File: config.mk
export PLATFORM = sky130hd
export DESIGN_NAME = uart_rx_controller
export DESIGN_NICKNAME = d
export VERILOG_FILES = /design/src/rtl/uart_rx_pkg.sv /design/src/rtl/oversample_counter.sv /design/src/rtl/uart_rx_controller.sv
export SDC_FILE = /design/constraint.sdc
export NUM_CORES = 1
export LEC_CHECK = 0
export ABC_AREA = 1
export CORE_MARGIN = 4
export CORE_UTILIZATION = 54
export DETAILED_ROUTE_END_ITERATION = 16
export PLACE_DENSITY = 0.77
export REMOVE_ABC_BUFFERS = 1
export SYNTH_ARGS = -nofsm -noshare
export SYNTH_HDL_FRONTEND = slang
export SYNTH_HIERARCHICAL = 1
export SYNTH_SLANG_ARGS = --single-unit
File: constraint.sdc
create_clock -name clk -period 1.6 [get_ports clk]
set_input_delay 0.32 -clock clk [delete_from_list [all_inputs] [get_ports clk]]
set_output_delay 0.32 -clock clk [all_outputs]
set_load 0.005 [all_outputs]
File: src/rtl/uart_rx_pkg.sv
// Shared definitions for the UART receive path.
package uart_rx_pkg;

  // Ticks per bit period and the tick count at which a bit is sampled.
  localparam int unsigned OVERSAMPLE = 16;
  localparam int unsigned MID_SAMPLE = 7;
  localparam int unsigned CNT_W      = $clog2(OVERSAMPLE);

  typedef enum logic [2:0] {
    StIdle,
    StStart,
    StData,
    StStop,
    StBreak
  } rx_state_e;

endpackage

File: src/rtl/oversample_counter.sv
// Mod-OVERSAMPLE tick counter used to locate the middle of each bit period.
module oversample_counter
  import uart_rx_pkg::*;
(
  input  logic             clk,
  input  logic             rst,
  input  logic             clear,
  input  logic             enable,
  output logic [CNT_W-1:0] count
);

  logic [CNT_W-1:0] count_q;

  // Clear wins over enable; the counter wraps naturally at OVERSAMPLE.
  always_ff @(posedge clk) begin
    if (rst || clear) begin
      count_q <= '0;
    end else if (enable) begin
      count_q <= count_q + CNT_W'(1);
    end
  end

  assign count = count_q;

endmodule

File: src/rtl/uart_rx_controller.sv
// 16x oversampled UART receiver: synchronizer, framing FSM and shift register.
module uart_rx_controller
  import uart_rx_pkg::*;
#(
  parameter int unsigned DATA_BITS = 8
) (
  input  logic       clk,
  input  logic       rst,
  input  logic       sample_tick,
  input  logic       rx_in,
  output logic [7:0] data_out,
  output logic       char_valid,
  output logic       framing_error,
  output logic       busy
);

  localparam logic [2:0] IdxLast = 3'(DATA_BITS - 1);

  rx_state_e            state_q, state_d;
  logic [2:0]           idx_q, idx_d;
  logic [DATA_BITS-1:0] shift_q, shift_d;
  logic [7:0]           data_q, data_d;
  logic                 cv_q, cv_d;
  logic                 fe_q, fe_d;
  logic                 rx_meta, rx_sync;
  logic                 cnt_clear, cnt_en;
  logic [CNT_W-1:0]     count;
  logic                 sample_pt;

  // Two-flop synchronizer; resets to the idle (high) line level.
  always_ff @(posedge clk) begin
    if (rst) begin
      rx_meta <= 1'b1;
      rx_sync <= 1'b1;
    end else begin
      rx_meta <= rx_in;
      rx_sync <= rx_meta;
    end
  end

  oversample_counter u_counter (
    .clk    (clk),
    .rst    (rst),
    .clear  (cnt_clear),
    .enable (cnt_en),
    .count  (count)
  );

  assign sample_pt = sample_tick && (count == CNT_W'(MID_SAMPLE));

  // Next-state, datapath and pulse decode; nothing moves without a tick.
  always_comb begin
    state_d   = state_q;
    idx_d     = idx_q;
    shift_d   = shift_q;
    data_d    = data_q;
    cv_d      = 1'b0;
    fe_d      = 1'b0;
    cnt_clear = 1'b0;
    cnt_en    = 1'b0;
    if (sample_tick) begin
      cnt_en = (state_q != StIdle);
      unique case (state_q)
        StIdle: begin
          if (!rx_sync) begin
            state_d   = StStart;
            cnt_clear = 1'b1;
          end
        end
        StStart: begin
          if (sample_pt) begin
            if (!rx_sync) begin
              state_d = StData;
              idx_d   = 3'd0;
            end else begin
              state_d = StIdle;
            end
          end
        end
        StData: begin
          if (sample_pt) begin
            // LSB arrives first, so shifting right leaves it at bit 0.
            shift_d = {rx_sync, shift_q[DATA_BITS-1:1]};
            idx_d   = idx_q + 3'd1;
            if (idx_q == IdxLast) begin
              state_d = StStop;
            end
          end
        end
        StStop: begin
          if (sample_pt) begin
            if (rx_sync) begin
              data_d                 = '0;
              data_d[DATA_BITS-1:0]  = shift_q;
              cv_d                   = 1'b1;
              state_d                = StIdle;
            end else begin
              fe_d    = 1'b1;
              state_d = StBreak;
            end
          end
        end
        StBreak: begin
          // Wait for the line to go high so a held-low line cannot retrigger.
          if (rx_sync) begin
            state_d = StIdle;
          end
        end
        default: state_d = StIdle;
      endcase
    end
  end

  // State and output registers.
  always_ff @(posedge clk) begin
    if (rst) begin
      state_q <= StIdle;
      idx_q   <= '0;
      shift_q <= '0;
      data_q  <= '0;
      cv_q    <= 1'b0;
      fe_q    <= 1'b0;
    end else begin
      state_q <= state_d;
      idx_q   <= idx_d;
      shift_q <= shift_d;
      data_q  <= data_d;
      cv_q    <= cv_d;
      fe_q    <= fe_d;
    end
  end

  assign data_out      = data_q;
  assign char_valid    = cv_q;
  assign framing_error = fe_q;
  assign busy          = (state_q != StIdle);

endmodule

Word-level counts from Yosys, hierarchy flattened
Index checks and enable logic that the tools add are counted.
- logic and storage cells: 55
- bits in registers: 30
- bits of input ports: 4
- muxes and demuxes: 18
- reductions and logical operators: 10
- $add $sub $neg: 2
- bitwise gates (word level): 3
- equality and inequality tests: 13
- operators with widths (operator ; number):
    2-to-1 mux 3 bit ; 10
    case mux 3 bit (5 select lines) ; 1
    != test 2 bit (second input constant) ; 7
    AND reduction 7 bit ; 1
    equality test 3 x 2 -> 1 bit (second input constant) ; 2
    equality test 3 bit (second input constant) ; 2
    case mux 3 bit (2 select lines) ; 1
    2-to-1 mux 1 bit ; 5
    AND reduction 5 bit ; 1
    adder 4 x 1 -> 4 bit (second input constant) ; 1
    equality test 4 x 3 -> 1 bit (second input constant) ; 1
    AND reduction 4 bit ; 1
    OR reduction 4 bit ; 1
    adder 3 x 1 -> 3 bit (second input constant) ; 1
    equality test 3 x 1 -> 1 bit (second input constant) ; 1
    zero test 3 bit ; 1
    NOT 1 bit ; 3
    AND reduction 3 bit ; 1
    nonzero test 3 bit ; 1
    2-to-1 mux 2 bit ; 1
    nonzero test 2 bit ; 1
    logical AND 1 bit ; 1
    logical OR 1 bit ; 1

Logic depth before layout (Yosys ltp)
- depth in word-level cells: 4
- gate-level depth with buffers: 9
- depth with buffers taken out: 9

By module
Netlist, hierarchy kept.
- by module, submodules not included (module ; seq. area each (µm²) ; cells each ; area an instance (µm²) ; instances):
    uart_rx_controller ; 520.5 ; 142 ; 1159.9 ; 1
    oversample_counter ; 80.1 ; 22 ; 172.7 ; 1

Worst setup path before layout
Ideal clock, no wire load.
- path type: register to register
- start: reg state_q[0]
- end: reg u_counter.count_q[3], in the netlist u_counter/count[3]
- stages on the path, launching flop included: 10
- path buffers: 0
- library setup time: 0.113 ns
- data arrival time: 1.156 ns
- setup slack: 0.331 ns
- cell sequence: dfxtp_1 > nor2_4 > inv_1 > nor2_1 > nor2_1 > nand2_2 > nor2_2 > nand2_1 > nand2_1 > nor2_1
- elaborated cells between the ends (all ways): 6
- classes of those cells: mux: 3; reduce/logical: 3
- RTL lines (what ; RTL line ; text):
    from (decl) ; uart_rx_controller.sv:19 ; rx_state_e state_q, state_d;
    from (signal assigned) ; uart_rx_controller.sv:117 ; state_q <= StIdle;
    from (signal assigned) ; uart_rx_controller.sv:124 ; state_q <= state_d;
    nonzero test 3 bit ; uart_rx_controller.sv:62 ; cnt_en = (state_q != StIdle);
    2-to-1 mux 1 bit ; uart_rx_controller.sv:61 ; if (sample_tick) begin
    named net cnt_en ; uart_rx_controller.sv:26 ; logic cnt_clear, cnt_en;
    to (signal assigned) ; oversample_counter.sv:19 ; count_q <= count_q + CNT_W'(1);
    to (decl) ; oversample_counter.sv:12 ; logic [CNT_W-1:0] count_q;
The timed path passes the listed nets, and every way through them passes these cells.
A chain may end at the register's enable or synchronous reset.

Worst setup path in the final report
- start: reg data_q[0], in the netlist data_out[0]
- end: out data_out[0]
- RTL lines (what ; RTL line ; text):
    from (decl) ; uart_rx_controller.sv:22 ; logic [7:0] data_q, data_d;
    from (signal assigned) ; uart_rx_controller.sv:127 ; data_q <= data_d;
    to (decl) ; uart_rx_controller.sv:11 ; output logic [7:0] data_out,
No word-level cell between the ends.

==> key figures <==
Status
  – Status: finished clean

Clock tree
  – CTS tree: yes
  – Clock tree buffer depth: 2
  – Hold_buf cts: 0
  – CTS Root Cell: clkbuf_4
  – Clk_lat worst skew: 320 ps
  – Num CTS Buffers: 5
  – CTS Sinks: 30
  – Worst-path clk slew: 90 ps
  – H-tree Lvls: 2

Worst setup path
  – Crit path cell chain: clkdlybuf4s50_1
  – CP max-delay cell: clkdlybuf4s50_1
  – Critical-path maximum fanout: 2
  – CP required: 1280 ps
  – Worst Setup End Kind: primary output
  – CP startpoint kind: flop
  – Crit path kind: flop to primary output
  – Delay of the slowest critical-path stage: 510 ps
  – Top delay family on crit path: buffers and inverters
  – CP Data Arrival Time: 1190 ps
  – CP Buf/Inv Count: 1

Timing
  – Slew Limit Fails: 0
  – RSZ-0062 raised after global routing: no
  – Finish-stage setup viols: 0
  – Slew @ Worst Pin: 480.5 ps
  – Setup TNS: 0 ps
  – Minimum clock period after layout: 1507 ps
  – Tcrit/Tclk final: 94.17%
  – Slew Limit Headroom: 67.93%
  – Fin. Hold Viols: 0
  – Final Skew: 7.427 ps
  – Fmax: 663.7 MHz

Global routing
  – Global-route wire length before repair: 4091 um
  – Vias in the first global route: 959
  – Initial antenna violation count: 0
  – Largest net degree at the start of global routing: 16
  – Total GRT Usage: 16.06%
  – Total gr overflow: 0

Power and ir drop
  – PD cells: 1007 mW/mm^2
  – Peak VDD IR: 0.8216 mV
  – Total power: 0.001646 W
  – Leak: 0.7785 nW

Synth
  – Netlist cell types: 26
  – Synth Area per Inst: 8.125 um^2
  – Register bit total from synthesis: 30
  – Mapped Area: 0.001333 mm^2
  – Synth area leaders: dfxtp_1 (45%), nor2_1 (11%), inv_1 (5.4%)
  – Cells after Synth: 164
  – Register area share after synthesis: 45.07%
  – Top cell type's share of synthesized area: 45.07%
  – Yosys synthesis warning count: 6
  – Yosys top cell by area: dfxtp_1

Placed design
  – Placed inst area: 0.001548 mm^2
  – Port-buffer cells: 14
  – Gpl congestion: 0.7918
  – Post-DP HPWL: 1835 um
  – Placed Instances: 212

Routing
  – DR WL/cell: 11.05 um
  – Drt drc: 0
  – Vias per cell: 4.910
  – DRT iter0 DRCs: 30
  – WL final: 2442 um
  – Remaining antenna violation count: 0
  – DRT Pass-1 Iters: 4
  – Routed vias: 1085

Floorplanning
  – Die area: 0.003326 mm^2
  – Initial Util: 58.55%
  – IO Pins: 15
  – Floorplan row count: 17
  – Die Ht: 57.68 um
  – DIE WIDTH: 57.68 um
  – Core ar.: 0.002276 mm^2

Final layout
  – Layout overhead on the synthesized area: 22.63%
  – FF/Latch Area: 601.8 um^2
  – Fillers: 169
  – Non-Filler Instances: 221
  – Multi-input combinational cell area: 614.3 um^2
  – Final Instance Area: 0.001634 mm^2
  – Layout Nets: 199
  – Share of layout cells above drive strength 1: 22.28%
  – Ant diodes: 0
  – Layout Utilization: 71.80%

Min path
  – Hold crit path type: flop to flop

Run
  – Max-cap viol count: 0
==> kinds of logic after synthesis <==
| group | count (synthesis) | share of synthesized area [%] |
|---|---|---|
| AND/OR/NAND/NOR | 83 | 32.58 |
| flip-flops | 30 | 45.07 |
| AO/OA/AOI/OAI | 25 | 10.52 |
| buffers and inverters | 23 | 9.014 |
| adder cells (fa/ha/maj) | 3 | 2.817 |
==> synth_stat cells (all sizes together) <==
library cell and number:
nor2 43, ha 3, o21ai 14, nor4 2, or2 2, dfxtp 30, a21oi 11, nand2 25
buf 3, inv 20, and3b 1, nor3 6, nand3 4
==> per-layer routing <==
layer | up-vias | part of all wire [%] | global-route usage (%)
met5 | - | 0 | 0
met4 | 0 | 2.2 | 9.603
met3 | 6 | 4.1 | 4.232
met2 | 20 | 43 | 22.90
met1 | 481 | 51 | 21.63
li1 | 578 | - | -
==> state kept, by name (all words and copies together) (netlist names) <==
name	count
rx_sync	1
shift_q	8
framing_error	1
state_q	3
idx_q	3
char_valid	1
rx_meta	1
data_out	8
u_counter/count	4
==> metrics by stage <==
stage	setup slack, ps	hold slack [ps]
after CTS	39.63	421.1
after detailed placement	-18.47	394.9
final	93.23	419.5
after global placement	29.69	395.4
after floorplan	330.9	382.4
after global routing	24.67	440.4
==> worst paths after layout <==
path	slack (ps)	depth (start not counted)	to	startpoint
worst max-delay path	90	1	data_out[0]	data_out[0]$_SDFFE_PP0P_
worst min-delay path	420	1	rx_sync$_SDFF_PP1_	rx_meta$_SDFF_PP1_
worst max register to register	270	8	u_counter/count[0]$_SDFFE_PP0P_	state_q[0]$_SDFFE_PP0P_
worst min register to register	420	1	rx_sync$_SDFF_PP1_	rx_meta$_SDFF_PP1_
==> report_power, final <==
part	internal, W	total, W	switching (W)
registers	0.000773	0.000798	0.0000249
logic	0.000125	0.000274	0.000149
clock network	0.000331	0.000574	0.000242
total	0.00123	0.00165	0.000416
==> area by class of cell <==
type / count / area share, %
sequential: 30 / 36.83
timing repair buffer: 24 / 13.94
clock buffer: 7 / 2.757
tap: 28 / 2.144
inverter: 20 / 4.900
multi-input combinational: 111 / 37.60
clock inverter: 1 / 1.838
==> placed cells by master (no fill, tap or decap) <==
master / netlist / routed
o21ai_0: 9 / 9
o21ai_1: 3 / 3
nor2_4: 2 / 2
clkbuf_4: 0 / 5
or2_2: 2 / 2
inv_1: 19 / 19
clkdlybuf4s50_1: 0 / 13
and3b_2: 1 / 1
nand2_2: 4 / 4
clkbuf_1: 0 / 2
nor3_1: 1 / 1
nand3_1: 2 / 2
nand2_4: 2 / 2
nand3_2: 2 / 2
dfxtp_2: 0 / 1
ha_1: 3 / 3
nor2_1: 39 / 38
dfxtp_1: 30 / 29
inv_6: 1 / 1
o21ai_2: 2 / 2
buf_12: 1 / 1
nor3_2: 5 / 5
a21oi_1: 9 / 9
nor2_8: 1 / 1
bufinv_16: 0 / 1
clkdlybuf4s15_1: 0 / 1
a21oi_2: 2 / 2
nand2_1: 19 / 19
nor4_1: 2 / 2
buf_4: 0 / 9
nor2_2: 1 / 2
==> timing repair <==
action	4_1_cts	5_1_grt
hold endpoints to repair	0	0
endpoints found under the setup margin	1	1
resized for setup	3	1
pin swaps	0	1
setup buffers	0	1
Power figures use the tool's default switching activity.
